===== src/rtl/dcache_wb_dm.sv =====
// Direct-mapped, write-back, write-allocate data cache between the CPU data port
// and a block-wide main memory. Hits complete in the same cycle; misses stall the CPU.
module dcache_wb_dm #(
    parameter int NUM_BLOCKS = 8,
    localparam int IDX_W = $clog2(NUM_BLOCKS),
    localparam int TAG_W = 28 - IDX_W
) (
    input  logic         clk,
    input  logic         rst,
    input  logic         proc_read,
    input  logic         proc_write,
    input  logic [29:0]  proc_addr,
    input  logic [31:0]  proc_wdata,
    output logic [31:0]  proc_rdata,
    output logic         proc_stall,
    output logic         mem_read,
    output logic         mem_write,
    output logic [27:0]  mem_addr,
    output logic [127:0] mem_wdata,
    input  logic [127:0] mem_rdata,
    input  logic         mem_ready
);

    typedef enum logic [1:0] {
        ST_IDLE      = 2'd0,
        ST_WRITEBACK = 2'd1,
        ST_ALLOCATE  = 2'd2
    } state_t;

    state_t state_r;

    logic [NUM_BLOCKS-1:0] valid_r;
    logic [NUM_BLOCKS-1:0] dirty_r;
    logic [TAG_W-1:0]      tag_r  [NUM_BLOCKS];
    logic [127:0]          data_r [NUM_BLOCKS];

    logic             req_s;
    logic             hit_s;
    logic [IDX_W-1:0] idx_s;
    logic [TAG_W-1:0] tag_s;
    logic [1:0]       off_s;
    logic [127:0]     line_s;
    logic [31:0]      word_s;
    logic             store_hit_s;
    logic             fill_s;

    assign req_s       = proc_read | proc_write;
    assign idx_s       = proc_addr[IDX_W+1:2];
    assign tag_s       = proc_addr[29:IDX_W+2];
    assign off_s       = proc_addr[1:0];
    assign line_s      = data_r[idx_s];
    assign word_s      = line_s[{off_s, 5'd0} +: 32];
    assign hit_s       = valid_r[idx_s] & (tag_r[idx_s] == tag_s);
    // A store wins over a simultaneous load.
    assign store_hit_s = (state_r == ST_IDLE) & proc_write & hit_s;
    assign fill_s      = (state_r == ST_ALLOCATE) & mem_ready;

    // Miss handling sequencer: IDLE -> [WRITEBACK] -> ALLOCATE -> IDLE.
    always_ff @(posedge clk or negedge rst) begin
        if (!rst) begin
            state_r <= ST_IDLE;
        end else begin
            case (state_r)
                ST_IDLE: begin
                    if (req_s && !hit_s) begin
                        if (valid_r[idx_s] && dirty_r[idx_s]) begin
                            state_r <= ST_WRITEBACK;
                        end else begin
                            state_r <= ST_ALLOCATE;
                        end
                    end
                end
                ST_WRITEBACK: begin
                    if (mem_ready) begin
                        state_r <= ST_ALLOCATE;
                    end
                end
                ST_ALLOCATE: begin
                    if (mem_ready) begin
                        state_r <= ST_IDLE;
                    end
                end
                default: state_r <= ST_IDLE;
            endcase
        end
    end

    // Line status bits: cleared by reset, set by fills and store hits.
    always_ff @(posedge clk or negedge rst) begin
        if (!rst) begin
            valid_r <= '0;
            dirty_r <= '0;
        end else begin
            if (fill_s) begin
                valid_r[idx_s] <= 1'b1;
                dirty_r[idx_s] <= 1'b0;
            end else if (store_hit_s) begin
                dirty_r[idx_s] <= 1'b1;
            end
        end
    end

    // Tag and data arrays carry no reset; their contents only matter once valid.
    always_ff @(posedge clk) begin
        if (fill_s) begin
            data_r[idx_s] <= mem_rdata;
            tag_r[idx_s]  <= tag_s;
        end else if (store_hit_s) begin
            data_r[idx_s][{off_s, 5'd0} +: 32] <= proc_wdata;
        end
    end

    // Output decode; everything is forced low while reset is held.
    always_comb begin
        proc_stall = 1'b0;
        proc_rdata = 32'd0;
        mem_read   = 1'b0;
        mem_write  = 1'b0;
        mem_addr   = 28'd0;
        mem_wdata  = 128'd0;
        if (rst) begin
            case (state_r)
                ST_IDLE: begin
                    if (req_s && !hit_s) begin
                        proc_stall = 1'b1;
                    end else begin
                        proc_stall = 1'b0;
                    end
                    if (proc_read && !proc_write && hit_s) begin
                        proc_rdata = word_s;
                    end else begin
                        proc_rdata = 32'd0;
                    end
                end
                ST_WRITEBACK: begin
                    proc_stall = 1'b1;
                    mem_write  = 1'b1;
                    mem_addr   = {tag_r[idx_s], idx_s};
                    mem_wdata  = line_s;
                end
                ST_ALLOCATE: begin
                    proc_stall = 1'b1;
                    mem_read   = 1'b1;
                    mem_addr   = {tag_s, idx_s};
                end
                default: begin
                    proc_stall = 1'b0;
                end
            endcase
        end else begin
            proc_stall = 1'b0;
        end
    end

endmodule


===== config.mk =====
export PLATFORM = sky130hd
export DESIGN_NAME = dcache_wb_dm
export DESIGN_NICKNAME = d
export VERILOG_FILES = /design/src/rtl/dcache_wb_dm.sv
export SDC_FILE = /design/constraint.sdc
export NUM_CORES = 1
export LEC_CHECK = 0
export ABC_AREA = 1
export BUFFER_PORTS_ARGS = -buffer_cell sky130_fd_sc_hd__buf_4
export CORE_ASPECT_RATIO = 0.7
export CORE_MARGIN = 2
export CORE_UTILIZATION = 28
export DETAILED_ROUTE_END_ITERATION = 8
export SLEW_MARGIN = 40
export SYNTH_ARGS = -nofsm -noshare
export SYNTH_HDL_FRONTEND = slang
export SYNTH_SLANG_ARGS = --single-unit

===== constraint.sdc =====
create_clock -name clk -period 4.42 [get_ports clk]
set_input_delay 0.221 -clock clk [delete_from_list [all_inputs] [get_ports clk]]
set_output_delay 0.221 -clock clk [all_outputs]
set_load 0.02 [all_outputs]

Yosys cells after proc, flatten, opt, wreduce, memory -nomap -nowiden
Memories as Yosys holds them, arrays and structs flattened.
Cells that the tools add are included.

storage, ports and cells
  register bits after elaboration = 18
  memory bits (writable) = 1224
  input bits = 195
  output and inout bits = 191
  memories kept = 2

memories
  memory  words  width  read ports  clocked after Yosys merged registers in  wr ports  line  RTL
  data_r  8      128    1           0                                        1         35    logic [127:0] data_r [NUM_BLOCKS];
  tag_r   8      25     1           0                                        1         34    logic [TAG_W-1:0] tag_r [NUM_BLOCKS];

operators by class
  add/sub/neg operators = 1
  $lt $le $gt $ge = 2
  eq/ne operators = 6
  shifts and indexed selects = 3
  mux-type cells = 160
  bitwise gates (word level) = 137
  reductions and logical operators = 11

operators with widths
  operator                  number
  $mux 128                  3
  $mux 1                    141
  $or 1x1->1                129
  $shift 32x9->128 const A  1
  $shiftx 128x8->32         1
  $shiftx 32x9->128         1
  $mux 32                   3
  $pmux 28 s2               1
  $mux 28                   1
  $eq 25x25->1              1
  $mux 8                    2
  $or 8x8->8                2
  $neg 7->9                 1
  $and 8x8->8               1
  $mux 2                    4
  $not 8->8                 1
  $bmux 1 s3                2
  $pmux 2 s3                1
  $logic_and 1x1->1         5
  $and 1x1->1               4
  $lt 3x4->1 const B        1
  $ne 2x2->1 const B        2
  $demux 1 s3               1
  $ge 3x1->1 const B        1
  9 further kinds           10

Depth between registers and ports, before layout
  word-level depth = 8
  depth in mapped cells = 20
  depth with buffers taken out = 19

Worst setup path after synthesis
No wires, ideal clock.

  kind = input -> register
  start = in proc_addr[2]
  end = mem data_r[0][0], enable pin
  library setup time = 432 ps
  arrival time = 3500 ps
  required time = 3988 ps
  setup slack = 488 ps
  stages on the path = 15
  path through = buf_2 buf_6 or2_2 nand3_1 nand2_1 nor2_1 nor2_1 nor2_1 nand2_1 nor2_1 nand2_1 nor2_1 nand4_1 buf_2 a21oi_1

on the way
  cells in the longest elaborated chain, start to end = 8
  elaborated cells on any way between the ends = 10

ends and longest elaborated chain
  item                                               line  RTL
  start, declared                                    12    input logic [29:0] proc_addr,
  $mem_v2 8x25 / $bmux 1 s3 (equally long branches)  -
  $eq 25x25->1 / $mux 1 (equally long branches)      53    assign hit_s = valid_r[idx_s] & (tag_r[idx_s] == tag_s);
  $and 1x1->1                                        53
  $and 1x1->1                                        55    assign store_hit_s = (state_r == ST_IDLE) & proc_write & hit_s;
  $mux 1                                             108   end else if (store_hit_s) begin
  $mux 1                                             105   if (fill_s) begin
  $mux 128 (not written as such)                     109   data_r[idx_s][{off_s, 5'd0} +: 32] <= proc_wdata;
  $or 1x1->1 (no source line)                        -
  end, declared                                      35

Parallel ways exist; a longest one is shown, timed or not. The select of a mux whose other input is x is not followed.

Worst setup path after layout
  start = mem tag_r[0][2] (netlist name)
  end = out proc_rdata[2]

on the way
  cells in the longest elaborated chain, start to end = 7

ends and longest elaborated chain
  item               line  RTL
  start, declared    34
  $mem_v2 8x25       -
  $eq 25x25->1       53
  $and 1x1->1        53
  $logic_and 1x1->1  129   if (proc_read && !proc_write && hit_s) begin
  $mux 32            129
  $mux 32            122   case (state_r)
  $mux 32            121   if (rst) begin
  end, declared      14    output logic [31:0] proc_rdata,

No other way between the ends.

==> impl_metrics.py <==
metrics = {
    "status": {
        "outcome": "completed",
    },
    "drt": {
        "totalWireLength_um": 200000,
        "wl_per_cell_um": 26.5,
        "drc": 0,
        "first_pass_iters": 6,
        "vias": 38883,
        "drtAntennaViolNets": 0,
        "drt_iter0_drc": 5312,
        "via_per_inst": 5.17,
    },
    "floorplan": {
        "die_w_um": 521,
        "fp.dieH_um": 366,
        "core-area_mm2": 0.186,
        "start_util_pct": 28.3,
        "die_area_mm2": 0.191,
        "rows": 132,
        "io_pins": 386,
    },
    "synth": {
        "syn-cell-area_mm2": 0.0525,
        "synth_commonest_cells": "edfxtp_1, nand2_1, inv_1",
        "synth_top_family_by_area": "simple AND/OR/NAND/NOR gates",
        "avgSynthCellArea_um2": 11.9,
        "muxShareOfSynthArea_pct": 0,
        "yosysTopAreaCellShare_pct": 70.1,
        "synth_xor_area_share_pct": 0,
        "async_flop_share_pct": 1.45,
        "synth.area.top_cells": "edfxtp_1, nand2_1, inv_1",
        "yosysUniqueCellTypes": 37,
        "synth_cells": 4395,
        "synthAdderAreaFrac_pct": 0.215,
        "synth_nets": 4599,
        "synth-edff-count": 1224,
        "yosys.area_share.simple_pct": 14.0,
        "yosys_most_used_dff": "edfxtp_1",
        "synth_warnings": 0,
        "synthMostInstantiatedCell": "edfxtp_1",
        "synth-seq-cells": 1242,
        "yosys.area.top_type": "edfxtp_1",
        "synth_compound_area_share_pct": 9.15,
        "ys_seq_area_share_pct": 70.9,
    },
    "clock_network": {
        "numCtsBuffers": 135,
        "cts.clk_slew.worst_paths_ns": 0.06,
        "cts_sinks": 1242,
        "htreeDepth": 4,
        "cts_buffer_depth": 3,
        "clock_latency_ns": 0.78,
        "clock-root-buffer": "clkbuf_16",
        "postCtsSetupBuffers": 0,
        "tritoncts": "yes",
    },
    "sta": {
        "finalSetupViolCount": 0,
        "rsz0062_at_grt": "no",
        "fin_crit_sh_pct": 93.6,
        "fin_tns_setup_ns": 0,
        "fin_crit_ns": 4.14,
        "fmax_mhz": 242,
        "fin_worst_skew_ns": 0.0419,
        "worst_pin_slew_ns": 0.839,
        "finalHoldViolations": 0,
        "relSlewSlack_pct": 44.1,
        "slew_viol_final": 0,
    },
    "hold_path": {
        "hp-class": "in2reg",
        "holdPathEnd": "data_r[6][55]",
        "holdPathStages": 3,
        "hold_start": "mem_rdata[55]",
    },
    "global_route": {
        "grt_pass1_wl_um": 278000,
        "grt.total_usage_pct": 20.3,
        "grt_max_degree": 119,
        "grt_pass1_vias": 36108,
        "overflow": 0,
        "antenna_found_initial": 24,
    },
    "critical_path": {
        "startpoint": "tag_r[0][2]",
        "r2r_end": "data_r[0][55]",
        "critPathCaptureType": "primary output",
        "cp.depth": 16,
        "max_stage_delay_ns": 0.36,
        "crit_type": "reg2out",
        "critPathTopFamily": "simple AND/OR/NAND/NOR gates",
        "required_ns": 4.20,
        "r2r-start": "tag_r[0][2]",
        "r2r_cells": 16,
        "regToRegSetupSlack_ns": 0.96,
        "crit_slowest_cell": "buf_4",
        "cp-start-kind": "register",
        "crit_path_frequent_cell": "nand2_1",
        "cp_max_fo": 17,
        "crit_buf_inv": 3,
        "cp.arrival_ns": 3.92,
        "worstPathCellList": "or2_2 -> nand3_1 -> nand2_1 -> nor2_1 -> nand2_1 -> nand2_1 -> nand3_1 -> nor2_1 -> nand2_1 -> nor2_2 -> inv_2 -> nor2_4 -> nand2_2 -> buf_4 -> nor2_1 -> buf_4",
    },
    "power": {
        "p_leak_nw": 24.1,
        "ir_drop_uv": 447,
        "power.density_mw_per_mm2": 425,
        "internal_power_mw": 20.4,
        "sw_frac_of_total_pct": 26.2,
        "p_sw_mw": 7.24,
        "power_mw": 27.7,
        "power.share.clock_pct": 39.5,
        "pwr-share-comb_pct": 11.7,
        "power_frac_seq_pct": 48.7,
    },
    "place": {
        "hpwl_um": 134000,
        "io_buffers": 385,
        "routabilityCongestion": 0.956,
        "dpl.cell_count": 7135,
    },
    "final_layout": {
        "fin_util_pct": 35.1,
        "syn_to_final_growth_pct": 24.0,
        "layout-drive-gt1-share_pct": 16.1,
        "nets": 5129,
        "fillers": 18110,
        "stdcell_count": 7524,
    },
    "job": {
        "maxCapViolations": 0,
    },
}
==> stage by stage <==
step                area [µm²]  hold slack [ns]  worst slack [ns]
global placement         59500            0.159             0.479
finish                   65100           0.0298             0.282
detailed placement       59500            0.163             0.445
CTS                      65000         0.000405             0.214
global route             65100           0.0428             0.117
floorplan                52500          -0.0746             0.488
==> worst max-delay path by stage <==
stage	to	slack, ns
after floorplan	data_r[0][0]	0.49
final	proc_rdata[2]	0.28
after detailed placement	data_r[6][55]	0.44
after CTS	proc_rdata[2]	0.21
after global routing	proc_rdata[2]	0.12
after global placement	proc_rdata[15]	0.48
==> worst reg2reg max path, delay by kind of cell (launching register included) <==
family / cells / cell delay (ns)
buffers and inverters: 3 / 0.74
flip-flops: 1 / 0.34
AND/OR/NAND/NOR: 13 / 2.17
==> cells by family (layout without fill, tap and decap cells) <==
logic type / after synthesis / after routing
AO/OA/AOI/OAI: 659 / 659
adder cells (fa/ha/maj): 9 / 9
buffers and inverters: 759 / 1395
flip-flops: 1242 / 1242
other: 0 / 14
AND/OR/NAND/NOR: 1726 / 1726
==> cell type report <==
| cell class | instances | area (µm²) | share of cell area (%) |
|---|---|---|---|
| antenna | 14 | 35.0 | 0.0538 |
| clock buffer | 173 | 3580 | 5.51 |
| clock inverter | 70 | 652 | 1.00 |
| inverter | 482 | 1820 | 2.80 |
| multi-input combinational | 2394 | 12700 | 19.6 |
| sequential | 1242 | 37200 | 57.2 |
| tap | 2479 | 3100 | 4.77 |
| timing repair buffer | 670 | 5960 | 9.16 |
==> layout by cell type, fill, tap and decap left out, types with 12 or more instances in the layout <==
| cell type | count |
|---|---|
| edfxtp_1 | 1224 |
| nand2_1 | 906 |
| buf_4 | 489 |
| inv_1 | 471 |
| nor2_1 | 364 |
| nand4_1 | 222 |
| a22o_1 | 169 |
| clkbuf_16 | 138 |
| nand3_1 | 136 |
| a221oi_1 | 134 |
| dlygate4sd3_1 | 131 |
| o21ai_0 | 96 |
| a21oi_1 | 91 |
| a22oi_1 | 78 |
| buf_12 | 48 |
| nor3_1 | 41 |
| clkbuf_1 | 35 |
| o2bb2ai_1 | 33 |
| a21oi_4 | 32 |
| clkinv_1 | 27 |
| dfrtp_1 | 18 |
| clkinv_2 | 18 |
| or2_2 | 16 |
| diode_2 | 14 |
| nor2_2 | 12 |
==> repair_timing <==
action	CTS	global route
setup endpoints to repair	0	1
hold endpoints to repair	1006	0
hold buffers	132	0
resized for setup	0	1
==> power by group through the flow <==
stage | Sequential (mW) | Combinational (mW) | Clock (mW)
floorplan | 13.7 | 1.51 | 0
finish | 13.5 | 3.24 | 10.9
detailed placement | 13.7 | 3.07 | 0
global placement | 13.7 | 3.05 | 0
global route | 13.5 | 3.39 | 11.5
CTS | 13.5 | 3.18 | 11.0
==> flip-flops by register name, summed over array words and instances (netlist names), named ones only <==
signal,count
state_r,2
data_r,1024
valid_r,8
tag_r,200
==> routing by layer <==
metal  track usage, %  part of all wire (%)  vias to the layer above
met3             4.47                    10                      381
met1             28.0                    40                    19273
met2             29.9                    43                     2414
met4             10.4                   5.6                        0
li1                 -                     -                    16815
met5                0                     0                        -
No activity file was read; power rests on OpenSTA's default activity.
